[src/rtl/pipeline_pkg.sv]
// Shared definitions for the video pipeline.
//   - Foreground scale encoding, used by this writer and the read-side scaler.
//   - Default frame geometry and pixel width.
//   - Helper to size an SRAM word address for a given frame.
package pipeline_pkg;

  typedef logic [1:0] scale_t;

  localparam scale_t SCALE_FULL    = 2'b11;
  localparam scale_t SCALE_HALF    = 2'b10;
  localparam scale_t SCALE_QUARTER = 2'b01;
  localparam scale_t SCALE_OFF     = 2'b00;

  localparam int RESOLUTION_X_DEFAULT = 800;
  localparam int RESOLUTION_Y_DEFAULT = 600;
  localparam int PIXEL_WIDTH_DEFAULT  = 12;
  localparam int PRECISION_DEFAULT    = 10;

  // Smallest word-address width that covers every pixel of a res_x*res_y frame.
  function automatic int addr_width_for(input int res_x, input int res_y);
    return $clog2(res_x * res_y);
  endfunction

endpackage

[src/rtl/pipeline_foreground_writer_if.sv]
// SRAM write-request channel between a pixel writer and the memory arbiter.
//   wr_valid  request pending (writer -> arbiter)
//   wr_ready  arbiter accepts the pending request this cycle
//   wr_addr   SRAM word address
//   wr_data   pixel data
// master = request source (writer), slave = arbiter side.
interface pipeline_foreground_writer_if
  import pipeline_pkg::*;
#(
  parameter int ADDR_WIDTH  = addr_width_for(RESOLUTION_X_DEFAULT, RESOLUTION_Y_DEFAULT),
  parameter int PIXEL_WIDTH = PIXEL_WIDTH_DEFAULT
);

  logic                   wr_valid;
  logic                   wr_ready;
  logic [ADDR_WIDTH-1:0]  wr_addr;
  logic [PIXEL_WIDTH-1:0] wr_data;

  modport master (
    output wr_valid,
    output wr_addr,
    output wr_data,
    input  wr_ready
  );

  modport slave (
    input  wr_valid,
    input  wr_addr,
    input  wr_data,
    output wr_ready
  );

endinterface

[src/rtl/pipeline_foreground_writer_fifo.sv]
// sync_fifo: single-clock first-word-fall-through FIFO.
//   clk, rst    clock, asynchronous active-high reset (empties the FIFO)
//   push        write push_data (ignored when full unless a pop happens the same cycle)
//   push_data   entry to store
//   pop         remove the head entry (ignored when empty)
//   head_data   current head entry, zero while empty
//   full/empty  occupancy flags
// Pointers carry one extra wrap bit so full and empty are distinguishable.
module sync_fifo
  import pipeline_pkg::*;
#(
  parameter int WIDTH = 31,
  parameter int DEPTH = 8
) (
  input  logic             clk,
  input  logic             rst,
  input  logic             push,
  input  logic [WIDTH-1:0] push_data,
  input  logic             pop,
  output logic [WIDTH-1:0] head_data,
  output logic             full,
  output logic             empty
);

  localparam int              PTR_W   = $clog2(DEPTH);
  localparam logic [PTR_W:0]  PTR_ONE = 1;

  logic [PTR_W:0]   wr_ptr_reg;
  logic [PTR_W:0]   rd_ptr_reg;
  logic [WIDTH-1:0] mem_reg [DEPTH];
  logic             do_push;
  logic             do_pop;

  assign empty = (wr_ptr_reg == rd_ptr_reg);
  assign full  = (wr_ptr_reg[PTR_W] != rd_ptr_reg[PTR_W]) &&
                 (wr_ptr_reg[PTR_W-1:0] == rd_ptr_reg[PTR_W-1:0]);

  assign do_pop  = pop && !empty;
  // When full, a same-cycle pop frees the head slot, which is exactly the
  // slot the write pointer addresses, so the push can be accepted.
  assign do_push = push && (!full || do_pop);

  always_ff @(posedge clk or posedge rst) begin
    if (rst) begin
      wr_ptr_reg <= '0;
      rd_ptr_reg <= '0;
    end else begin
      if (do_push) wr_ptr_reg <= wr_ptr_reg + PTR_ONE;
      if (do_pop)  rd_ptr_reg <= rd_ptr_reg + PTR_ONE;
    end
  end

  // Storage has no reset; stale words are never visible because the head
  // output is forced to zero while empty.
  always_ff @(posedge clk) begin
    if (do_push) mem_reg[wr_ptr_reg[PTR_W-1:0]] <= push_data;
  end

  assign head_data = empty ? '0 : mem_reg[rd_ptr_reg[PTR_W-1:0]];

endmodule

[src/rtl/pipeline_foreground_writer.sv]
// Foreground frame-buffer write side.
// Filters the incoming foreground pixel stream down to the pixels the read-side
// scaler will fetch, converts (x,y) to an SRAM word address and queues write
// requests toward the memory arbiter. The video input is never stalled: when the
// queue is full, the pixel is dropped and recorded in overflow/drop_count.
//   clk, rst                clock, asynchronous active-high reset
//   ctrl_foreground_scale   11 full, 10 half, 01 quarter, 00 off (latched at pixel (0,0))
//   in_valid/in_pixel_x/in_pixel_y/in_pixel   input pixel stream
//   wr                      write-request channel (master side)
//   overflow                sticky: some pixel has been dropped
//   drop_count              dropped pixels, saturating at 16'hFFFF
module pipeline_foreground_writer
  import pipeline_pkg::*;
#(
  parameter int RESOLUTION_X = RESOLUTION_X_DEFAULT,
  parameter int RESOLUTION_Y = RESOLUTION_Y_DEFAULT,
  parameter int PRECISION    = PRECISION_DEFAULT,
  parameter int PIXEL_WIDTH  = PIXEL_WIDTH_DEFAULT,
  parameter int ADDR_WIDTH   = addr_width_for(RESOLUTION_X, RESOLUTION_Y),
  parameter int FIFO_DEPTH   = 8
) (
  input  logic                   clk,
  input  logic                   rst,
  input  logic [1:0]             ctrl_foreground_scale,
  input  logic                   in_valid,
  input  logic [PRECISION-1:0]   in_pixel_x,
  input  logic [PRECISION-1:0]   in_pixel_y,
  input  logic [PIXEL_WIDTH-1:0] in_pixel,
  pipeline_foreground_writer_if.master wr,
  output logic                   overflow,
  output logic [15:0]            drop_count
);

  localparam int                    ENTRY_W    = ADDR_WIDTH + PIXEL_WIDTH;
  localparam logic [PRECISION:0]    RES_X_LIM  = (PRECISION+1)'(RESOLUTION_X);
  localparam logic [PRECISION:0]    RES_Y_LIM  = (PRECISION+1)'(RESOLUTION_Y);
  localparam logic [ADDR_WIDTH-1:0] ROW_STRIDE = ADDR_WIDTH'(RESOLUTION_X);

  // ---------------------------------------------------------------------------
  // Selection on the raw input
  // ---------------------------------------------------------------------------
  scale_t                scale_reg;
  scale_t                scale_next;
  logic                  frame_start;
  logic                  in_range;
  logic                  on_grid;
  logic                  select;
  logic [ADDR_WIDTH-1:0] pixel_addr;

  always_comb begin
    frame_start = in_valid && (in_pixel_x == '0) && (in_pixel_y == '0);
    // Pixel (0,0) is judged with the scale it is latching, so a new scale
    // takes effect from the first pixel of the frame.
    scale_next  = frame_start ? ctrl_foreground_scale : scale_reg;
    in_range    = ({1'b0, in_pixel_x} < RES_X_LIM) && ({1'b0, in_pixel_y} < RES_Y_LIM);

    on_grid = 1'b0;
    case (scale_next)
      SCALE_FULL:    on_grid = 1'b1;
      SCALE_HALF:    on_grid = !in_pixel_x[0] && !in_pixel_y[0];
      SCALE_QUARTER: on_grid = (in_pixel_x[1:0] == 2'b00) && (in_pixel_y[1:0] == 2'b00);
      default:       on_grid = 1'b0;
    endcase

    select     = in_valid && in_range && on_grid;
    pixel_addr = ADDR_WIDTH'(in_pixel_y) * ROW_STRIDE + ADDR_WIDTH'(in_pixel_x);
  end

  // ---------------------------------------------------------------------------
  // Stage 1: registered address/data of the selected pixel
  // ---------------------------------------------------------------------------
  logic                   s1_valid_reg;
  logic [ADDR_WIDTH-1:0]  s1_addr_reg;
  logic [PIXEL_WIDTH-1:0] s1_data_reg;

  always_ff @(posedge clk or posedge rst) begin
    if (rst) begin
      scale_reg    <= SCALE_OFF;
      s1_valid_reg <= 1'b0;
      s1_addr_reg  <= '0;
      s1_data_reg  <= '0;
    end else begin
      if (frame_start) scale_reg <= ctrl_foreground_scale;
      s1_valid_reg <= select;
      if (select) begin
        s1_addr_reg <= pixel_addr;
        s1_data_reg <= in_pixel;
      end
    end
  end

  // ---------------------------------------------------------------------------
  // Stage 2: write queue toward the arbiter
  // ---------------------------------------------------------------------------
  logic               fifo_full;
  logic               fifo_empty;
  logic               fifo_pop;
  logic [ENTRY_W-1:0] fifo_head;

  assign fifo_pop = wr.wr_valid && wr.wr_ready;

  sync_fifo #(
    .WIDTH (ENTRY_W),
    .DEPTH (FIFO_DEPTH)
  ) u_fifo (
    .clk       (clk),
    .rst       (rst),
    .push      (s1_valid_reg),
    .push_data ({s1_addr_reg, s1_data_reg}),
    .pop       (fifo_pop),
    .head_data (fifo_head),
    .full      (fifo_full),
    .empty     (fifo_empty)
  );

  assign wr.wr_valid = !fifo_empty;
  assign wr.wr_addr  = fifo_head[ENTRY_W-1:PIXEL_WIDTH];
  assign wr.wr_data  = fifo_head[PIXEL_WIDTH-1:0];

  // ---------------------------------------------------------------------------
  // Drop accounting: a pixel is lost only when the queue is full and the
  // arbiter is not taking the head in the same cycle.
  // ---------------------------------------------------------------------------
  logic        drop;
  logic        overflow_reg;
  logic [15:0] drop_count_reg;
  logic [15:0] drop_count_next;

  assign drop = s1_valid_reg && fifo_full && !fifo_pop;

  always_comb begin
    drop_count_next = drop_count_reg;
    if (drop && (drop_count_reg != 16'hFFFF)) drop_count_next = drop_count_reg + 16'd1;
  end

  always_ff @(posedge clk or posedge rst) begin
    if (rst) begin
      overflow_reg   <= 1'b0;
      drop_count_reg <= '0;
    end else begin
      if (drop) overflow_reg <= 1'b1;
      drop_count_reg <= drop_count_next;
    end
  end

  assign overflow   = overflow_reg;
  assign drop_count = drop_count_reg;

endmodule

[src/flat_wrapper.sv]
// flat-port wrapper written by rule: the top's interface ports become plain ports
module pipeline_foreground_writer_flat import pipeline_pkg::*;
#(
  parameter int RESOLUTION_X = RESOLUTION_X_DEFAULT,
  parameter int RESOLUTION_Y = RESOLUTION_Y_DEFAULT,
  parameter int PRECISION    = PRECISION_DEFAULT,
  parameter int PIXEL_WIDTH  = PIXEL_WIDTH_DEFAULT,
  parameter int ADDR_WIDTH   = addr_width_for(RESOLUTION_X, RESOLUTION_Y),
  parameter int FIFO_DEPTH   = 8
)
  (clk, rst, ctrl_foreground_scale, in_valid, in_pixel_x, in_pixel_y, in_pixel, overflow, drop_count, wr_wr_valid, wr_wr_addr, wr_wr_data, wr_wr_ready);
  pipeline_foreground_writer_if #(.ADDR_WIDTH(ADDR_WIDTH), .PIXEL_WIDTH(PIXEL_WIDTH)) wr_i ();
  input  logic clk;
  input  logic rst;
  input  logic [1:0] ctrl_foreground_scale;
  input  logic in_valid;
  input  logic [PRECISION-1:0] in_pixel_x;
  input  logic [PRECISION-1:0] in_pixel_y;
  input  logic [PIXEL_WIDTH-1:0] in_pixel;
  output logic overflow;
  output logic [15:0] drop_count;
  output wire logic [$bits(wr_i.wr_valid)-1:0] wr_wr_valid;
  output wire logic [$bits(wr_i.wr_addr)-1:0] wr_wr_addr;
  output wire logic [$bits(wr_i.wr_data)-1:0] wr_wr_data;
  input wire logic [$bits(wr_i.wr_ready)-1:0] wr_wr_ready;
  assign wr_wr_valid = wr_i.wr_valid;
  assign wr_wr_addr = wr_i.wr_addr;
  assign wr_wr_data = wr_i.wr_data;
  assign wr_i.wr_ready = wr_wr_ready;
  pipeline_foreground_writer #(.RESOLUTION_X(RESOLUTION_X), .RESOLUTION_Y(RESOLUTION_Y), .PRECISION(PRECISION), .PIXEL_WIDTH(PIXEL_WIDTH), .ADDR_WIDTH(ADDR_WIDTH), .FIFO_DEPTH(FIFO_DEPTH)) u_core (.clk(clk), .rst(rst), .ctrl_foreground_scale(ctrl_foreground_scale), .in_valid(in_valid), .in_pixel_x(in_pixel_x), .in_pixel_y(in_pixel_y), .in_pixel(in_pixel), .wr(wr_i), .overflow(overflow), .drop_count(drop_count));
endmodule
[config.mk]
export PLATFORM = sky130hd
export DESIGN_NAME = pipeline_foreground_writer_flat
export DESIGN_NICKNAME = d
export VERILOG_FILES = /design/src/rtl/pipeline_pkg.sv /design/src/rtl/pipeline_foreground_writer_if.sv /design/src/rtl/pipeline_foreground_writer_fifo.sv /design/src/rtl/pipeline_foreground_writer.sv /design/src/flat_wrapper.sv
export SDC_FILE = /design/constraint.sdc
export NUM_CORES = 1
export LEC_CHECK = 0
export ABC_CLOCK_PERIOD_IN_PS = 5600
export BUFFER_PORTS_ARGS = -buffer_cell sky130_fd_sc_hd__buf_2
export CAP_MARGIN = 20
export CORE_MARGIN = 1
export CORE_UTILIZATION = 42
export CTS_CLUSTER_SIZE = 16
export DETAILED_ROUTE_END_ITERATION = 16
export PLACE_DENSITY_LB_ADDON = 0.1
export SYNTH_ARGS = -nofsm -noshare
export SYNTH_HDL_FRONTEND = slang
export SYNTH_SLANG_ARGS = --single-unit
[constraint.sdc]
create_clock -name clk -period 5.6 [get_ports clk]
set_input_delay 0 -clock clk [delete_from_list [all_inputs] [get_ports clk]]
set_output_delay 0 -clock clk [all_outputs]
set_load 0.02 [all_outputs]
* After elaboration in Yosys (flattened, before gate mapping)
Memories as Yosys holds them, arrays and structs flattened.
Cells that the tools add are included.
** Cells by class
- Equal/unequal tests :: 7
- Reductions and logical operators :: 24
- Multipliers :: 1
- Mux-type cells :: 5
- Add/sub/neg operators :: 4
- $lt $le $gt $ge :: 2
** Operators with widths (count)
- $mux W31 :: 1
- $logic_not A10 Y1 :: 2
- $lt A10 B10 Y1 const B :: 2
- $add A19 B10 Y19 :: 1
- $add A16 B1 Y16 const B :: 1
- $ne A16 B16 Y1 const B :: 1
- $logic_and A1 B1 Y1 :: 14
- $mul A10 B5 Y14 const B :: 1
- $add A4 B1 Y4 const B :: 2
- $logic_not A1 Y1 :: 5
- $eq A2 B2 Y1 const B :: 2
- $eq A4 B4 Y1 :: 1
- $logic_not A2 Y1 :: 2
- $eq A3 B3 Y1 :: 1
- $pmux W1 S3 :: 1
- $eq A2 B1 Y1 const B :: 1
- $mux W1 :: 2
- $mux W2 :: 1
- $logic_or A1 B1 Y1 :: 1
- $ne A1 B1 Y1 :: 1
** Storage, ports and cells
- Word-level logic and storage cells :: 52
- Register bits :: 59
- Memory bits (writable) :: 248
- Memories kept :: 1
- Bits of input ports :: 38
** Memories
- u_core.u_fifo.mem_reg :: depth 8, bits a word 31, rd ports 1, clocked after memory_dff 0, write ports 1, RTL line pipeline_foreground_writer_fifo.sv:30 : logic [WIDTH-1:0] mem_reg [DEPTH];

* Logic depth before layout (Yosys ltp)
- Word-level depth :: 8
- Mapped depth :: 14
- Mapped depth without buffers :: 13

* Cells and area by module
Synthesis repeated with hierarchy kept, for this count alone.
** Second synthesis, totals
- Cell total of the unflattened synthesis :: 801
- Area, all modules :: 13580.5 um^2
** By module, submodules not included
- sync_fifo :: area each 9959.6 um^2, times used 1, cells each 450
- pipeline_foreground_writer :: area each 3621.0 um^2, times used 1, cells each 351

* Least setup slack after synthesis
Ideal clock, no wire load.
- Path type :: flip-flop to flip-flop
- Start point :: register u_core.u_fifo.wr_ptr_reg[0]
- End point :: memory u_core.u_fifo.mem_reg[0][0], enable pin
- Setup slack :: 1081 ps
- Period minus slack after synthesis :: 4519 ps
- Stages on the path, launching flop included :: 7
- Library setup time :: 497 ps
- Buffers on the path :: 1
- Arrival time :: 4022 ps
- Cell sequence :: dfrtp_1 -> clkbuf_1 -> xnor2_1 -> nand3_1 -> nand2b_1 -> nand2_1 -> nor4_1
** Between the ends
- Longest elaborated chain between the ends :: 8
** RTL lines
- start, declared :: RTL line pipeline_foreground_writer_fifo.sv:28 : logic [PTR_W:0] wr_ptr_reg;
- start signal, assigned :: RTL line pipeline_foreground_writer_fifo.sv:48 : if (do_push) wr_ptr_reg <= wr_ptr_reg + PTR_ONE;
- $eq A4 B4 Y1 :: RTL line pipeline_foreground_writer_fifo.sv:34 : assign empty = (wr_ptr_reg == rd_ptr_reg);
- $logic_not A1 Y1 :: RTL line pipeline_foreground_writer_fifo.sv:38, pipeline_foreground_writer.sv:116
- $logic_and A1 B1 Y1 :: RTL line pipeline_foreground_writer.sv:100 : assign fifo_pop = wr.wr_valid && wr.wr_ready;
- $logic_and A1 B1 Y1 :: RTL line pipeline_foreground_writer_fifo.sv:38 : assign do_pop = pop && !empty;
- $logic_or A1 B1 Y1 :: RTL line pipeline_foreground_writer_fifo.sv:41 : assign do_push = push && (!full || do_pop);
- $logic_and A1 B1 Y1 :: RTL line pipeline_foreground_writer_fifo.sv:41
- $mux W1 :: RTL line pipeline_foreground_writer_fifo.sv:56 : if (do_push) mem_reg[wr_ptr_reg[PTR_W-1:0]] <= push_data;
- $mux W1 (implied by the code) :: RTL line pipeline_foreground_writer_fifo.sv:56
- end, declared :: RTL line pipeline_foreground_writer_fifo.sv:30
Parallel ways exist; a longest one is shown, timed or not.

* Final worst setup path
- Start point :: register u_core.u_fifo.rd_ptr_reg[0]
- End point :: output wr_wr_addr[11]
** Between the ends
- Longest elaborated chain between the ends :: 2
** RTL lines
- start, declared :: RTL line pipeline_foreground_writer_fifo.sv:29 : logic [PTR_W:0] rd_ptr_reg;
- start signal, assigned :: RTL line pipeline_foreground_writer_fifo.sv:49 : if (do_pop) rd_ptr_reg <= rd_ptr_reg + PTR_ONE;
- $mem_v2 Z8 W31 / $eq A4 B4 Y1 (equally long branches)
- $mux W31 (*) :: RTL line pipeline_foreground_writer_fifo.sv:59 : assign head_data = empty ? '0 : mem_reg[rd_ptr_reg[PTR_W-1:0]];
- end, declared :: RTL line flat_wrapper.sv:23 : output wire logic [$bits(wr_i.wr_addr)-1:0] wr_wr_addr;
Every way passes the cells marked *; elsewhere a longest branch is shown, timed or not.

==> metrics <==
slowest CP cell buf_4; Mapped Avg Cell Area 17.35 um^2; footprint of the multi-input gates 4113 um^2; filler instances 2543; LEAKAGE 6.693 nW; Slew Limit Fails 0; area delta synth->final 17.78%; DRT Pass-1 Iters 10; sequential area share after synthesis 67.40%; commonest cells in the netlist edfxtp_1, mux4_2, dfrtp_1; via count 6925; CP Class flip-flop to primary output; I/O Buffers 86; crit path buf inv count 2; dpl cells 1228; Vert. Die Dim 179.5 um; final setup fails 0; CTS root buf clkbuf_16; Starting Density 42.94%; Post-Synth XOR/XNOR Area 2.911%; Finished Core Util 50.58%; largest family of logic cells by synthesized area multiplexers; syn_nets 855; final hold vios 0; max cap viols 0; Worst R2R Start u_core.u_fifo.rd_ptr_reg[0]$_DFFE_PP0P_; FF/Latch Area 8930 um^2; CORE AREA 30830 um^2; Post-Synth Simple-Gate Area 5.226%; 1st-iter DRT viols 408; CP arrival 3.14 ns; largest net degree at the start of global routing 66; Routed WL per cell 20.33 um; drc violations 5; share of post-route cells with drive strength above 1 27.97%; fraction of the cycle the final worst path needs 56.10%; GPL Wtd Cong 0.8172; WHS Path Cells 4; largest cells by area after synthesis edfxtp_1, dfrtp_1, mux4_2; CTS tree yes; worst-path cell chain buf_4 -> mux4_2 -> mux2i_1 -> nor2_1 -> buf_2; fin crit period 3.141 ns; clk sink count 307; Post-synth ARST share 19.22%; TritonCTS Buffers 35; worst skew pair latency 0.50 ns; fin nets 985; max incr delay on CP 0.78 ns; first-pass GRT wire length 41990 um; Hold Startpoint in_pixel_y[1]; Via-to-Cell Ratio 5.266; clock tree buffer depth 3; n_diodes 0; post-CTS setup buffers 0; Slew headroom 34.52%; status finished, violations left; failing checks DRC; reg2reg path depth 6; TNS Setup 0 ns; initial antenna violation count 0; WHS Endpoint u_core.s1_addr_reg[6]$_DFFE_PP0P_; Post-Synthesis Cells 763; vias in the first global route 7442; Crit Path Max Fanout 43; fin cells 1315; Worst-Margin Slew 0.9822 ns; Die X 179.5 um; Synth Area in Compound Gates 2.297%; Primary FF master, synth edfxtp_1; top cell type by total area after synthesis edfxtp_1; Routed Antenna Nets 0; fmax 318.3 MHz; Final Skew 0.01310 ns; RSZ-0062 raised after global routing no; EDFF count, synth 248; CP Launch Type flip-flop; Power, Total 0.005737 W; # IOs 87; adder-cell share of the synthesized area 5.444%; synth warn 0; r2r setup slk 2.64 ns; Worst Setup End Kind primary output; Netlist cell types 51; Clock transition at path regs 0.06 ns; mux contribution to synthesized area 14.93%; worst vdd ir 0.0002223 V; dpl hpwl 15680 um; die area 32230 um^2; std cell rows 64; Pwr Density 367.9 nW/um^2; number of flip-flops in the largest register 248; RR Endpoint u_core.u_fifo.mem_reg[5][11]$_DFFE_PP_; most numerous cell in the Yosys netlist edfxtp_1; Post-Syn Area 13240 um^2; share of the synthesized area in the top cell type 56.25%; worst hold path type input pin to flip-flop; Worst Path Required 5.60 ns; htree depth 2; CP delay by family, top buffers and inverters; Global Route Usage Sum 17.08%; final wirelength 26730 um; #FFs+latches synth 307; Congestion Overflow GR 0
-- worst max-delay path by stage --
stage / startpoint / end / slack [ns] / depth (start not counted)
global route: u_core.u_fifo.rd_ptr_reg[0]$_DFFE_PP0P_ / wr_wr_addr[17] / 2.20 / 5
detailed placement: in_pixel_y[4] / u_core.s1_addr_reg[17]$_DFFE_PP0P_ / 2.13 / 14
CTS: u_core.u_fifo.rd_ptr_reg[0]$_DFFE_PP0P_ / wr_wr_addr[11] / 2.29 / 5
global placement: in_pixel_y[4] / u_core.s1_addr_reg[17]$_DFFE_PP0P_ / 2.27 / 14
finish: u_core.u_fifo.rd_ptr_reg[0]$_DFFE_PP0P_ / wr_wr_addr[11] / 2.46 / 5
floorplan: u_core.u_fifo.wr_ptr_reg[0]$_DFFE_PP0P_ / u_core.u_fifo.mem_reg[0][0]$_DFFE_PP_ / 1.08 / 6
-- cell families (layout without fill, tap and decap cells) --
group | after synthesis | in the layout
simple gates | 134 | 134
buf+inv | 60 | 216
fa+ha+maj | 54 | 54
compound gates | 47 | 47
flops | 307 | 307
xor+xnor | 44 | 44
mux | 117 | 117
-- stage by stage --
| stage | hold slack, ns | setup slack [ns] | instance area [um^2] |
|---|---|---|---|
| final | 0.02492 | 2.459 | 15590 |
| after global routing | 0.04533 | 2.205 | 15590 |
| after CTS | 0.007067 | 2.290 | 15590 |
| after detailed placement | 0.2380 | 2.127 | 14180 |
| after global placement | 0.2324 | 2.275 | 14180 |
| after floorplan | 0.1505 | 1.081 | 13240 |
-- repair_timing --
item	in CTS	in global routing
endpoints found under the setup margin	0	0
hold buffers	24	0
gates resized for setup	0	0
endpoints found under the hold margin	85	0
-- per-layer routing --
| metal | global-route usage [%] | wire (um) | part of all wire (%) | vias to the layer above |
|---|---|---|---|---|
| met4 | 4.379 | 404 | 1.5 | 0 |
| met5 | 0 | 0 | 0 | - |
| met1 | 21.96 | 11760 | 44 | 3550 |
| li1 | - | - | - | 3215 |
| met2 | 30.17 | 13710 | 51 | 128 |
| met3 | 2.735 | 850 | 3.2 | 32 |
-- worst register-to-register path: cells and delay by family (launching register included) --
family / cells / cell delay [ns]
XOR/XNOR: 1 / 0.22
flip-flops: 1 / 0.68
buffers and inverters: 1 / 0.55
AND/OR/NAND/NOR: 4 / 1.14
-- cells in the final DEF, fill, tap and decap left out, drive strengths merged, types with 5 or more instances in the layout --
cell type	Yosys	layout
fa	6	6
a21oi	7	7
mux4	62	62
xnor2	26	26
buf	12	99
nand2b	5	5
clkinv	0	8
edfxtp	248	248
nand3	11	11
inv	30	31
xor2	18	18
dfrtp	59	59
ha	48	48
nand4	9	9
mux2	24	24
nor3	7	7
clkbuf	18	49
dlygate4sd3	0	24
o21ai	15	15
nand2	23	23
mux2i	31	31
nor2	49	49
-- where the power goes --
part,internal [W],switching (W)
registers,0.00246,0.0000611
logic,0.000411,0.000539
clock network,0.00141,0.000856
total,0.00428,0.00146
-- cell type report --
type                       count  share of cell area [%]
timing repair buffer         123                   4.927
clock inverter                14                  0.9790
clock buffer                  49                   6.548
multi-input combinational    396                   26.38
sequential                   307                   57.27
inverter                      30                  0.7222
tap                          396                   3.178
(Power assumes the default switching activity.)
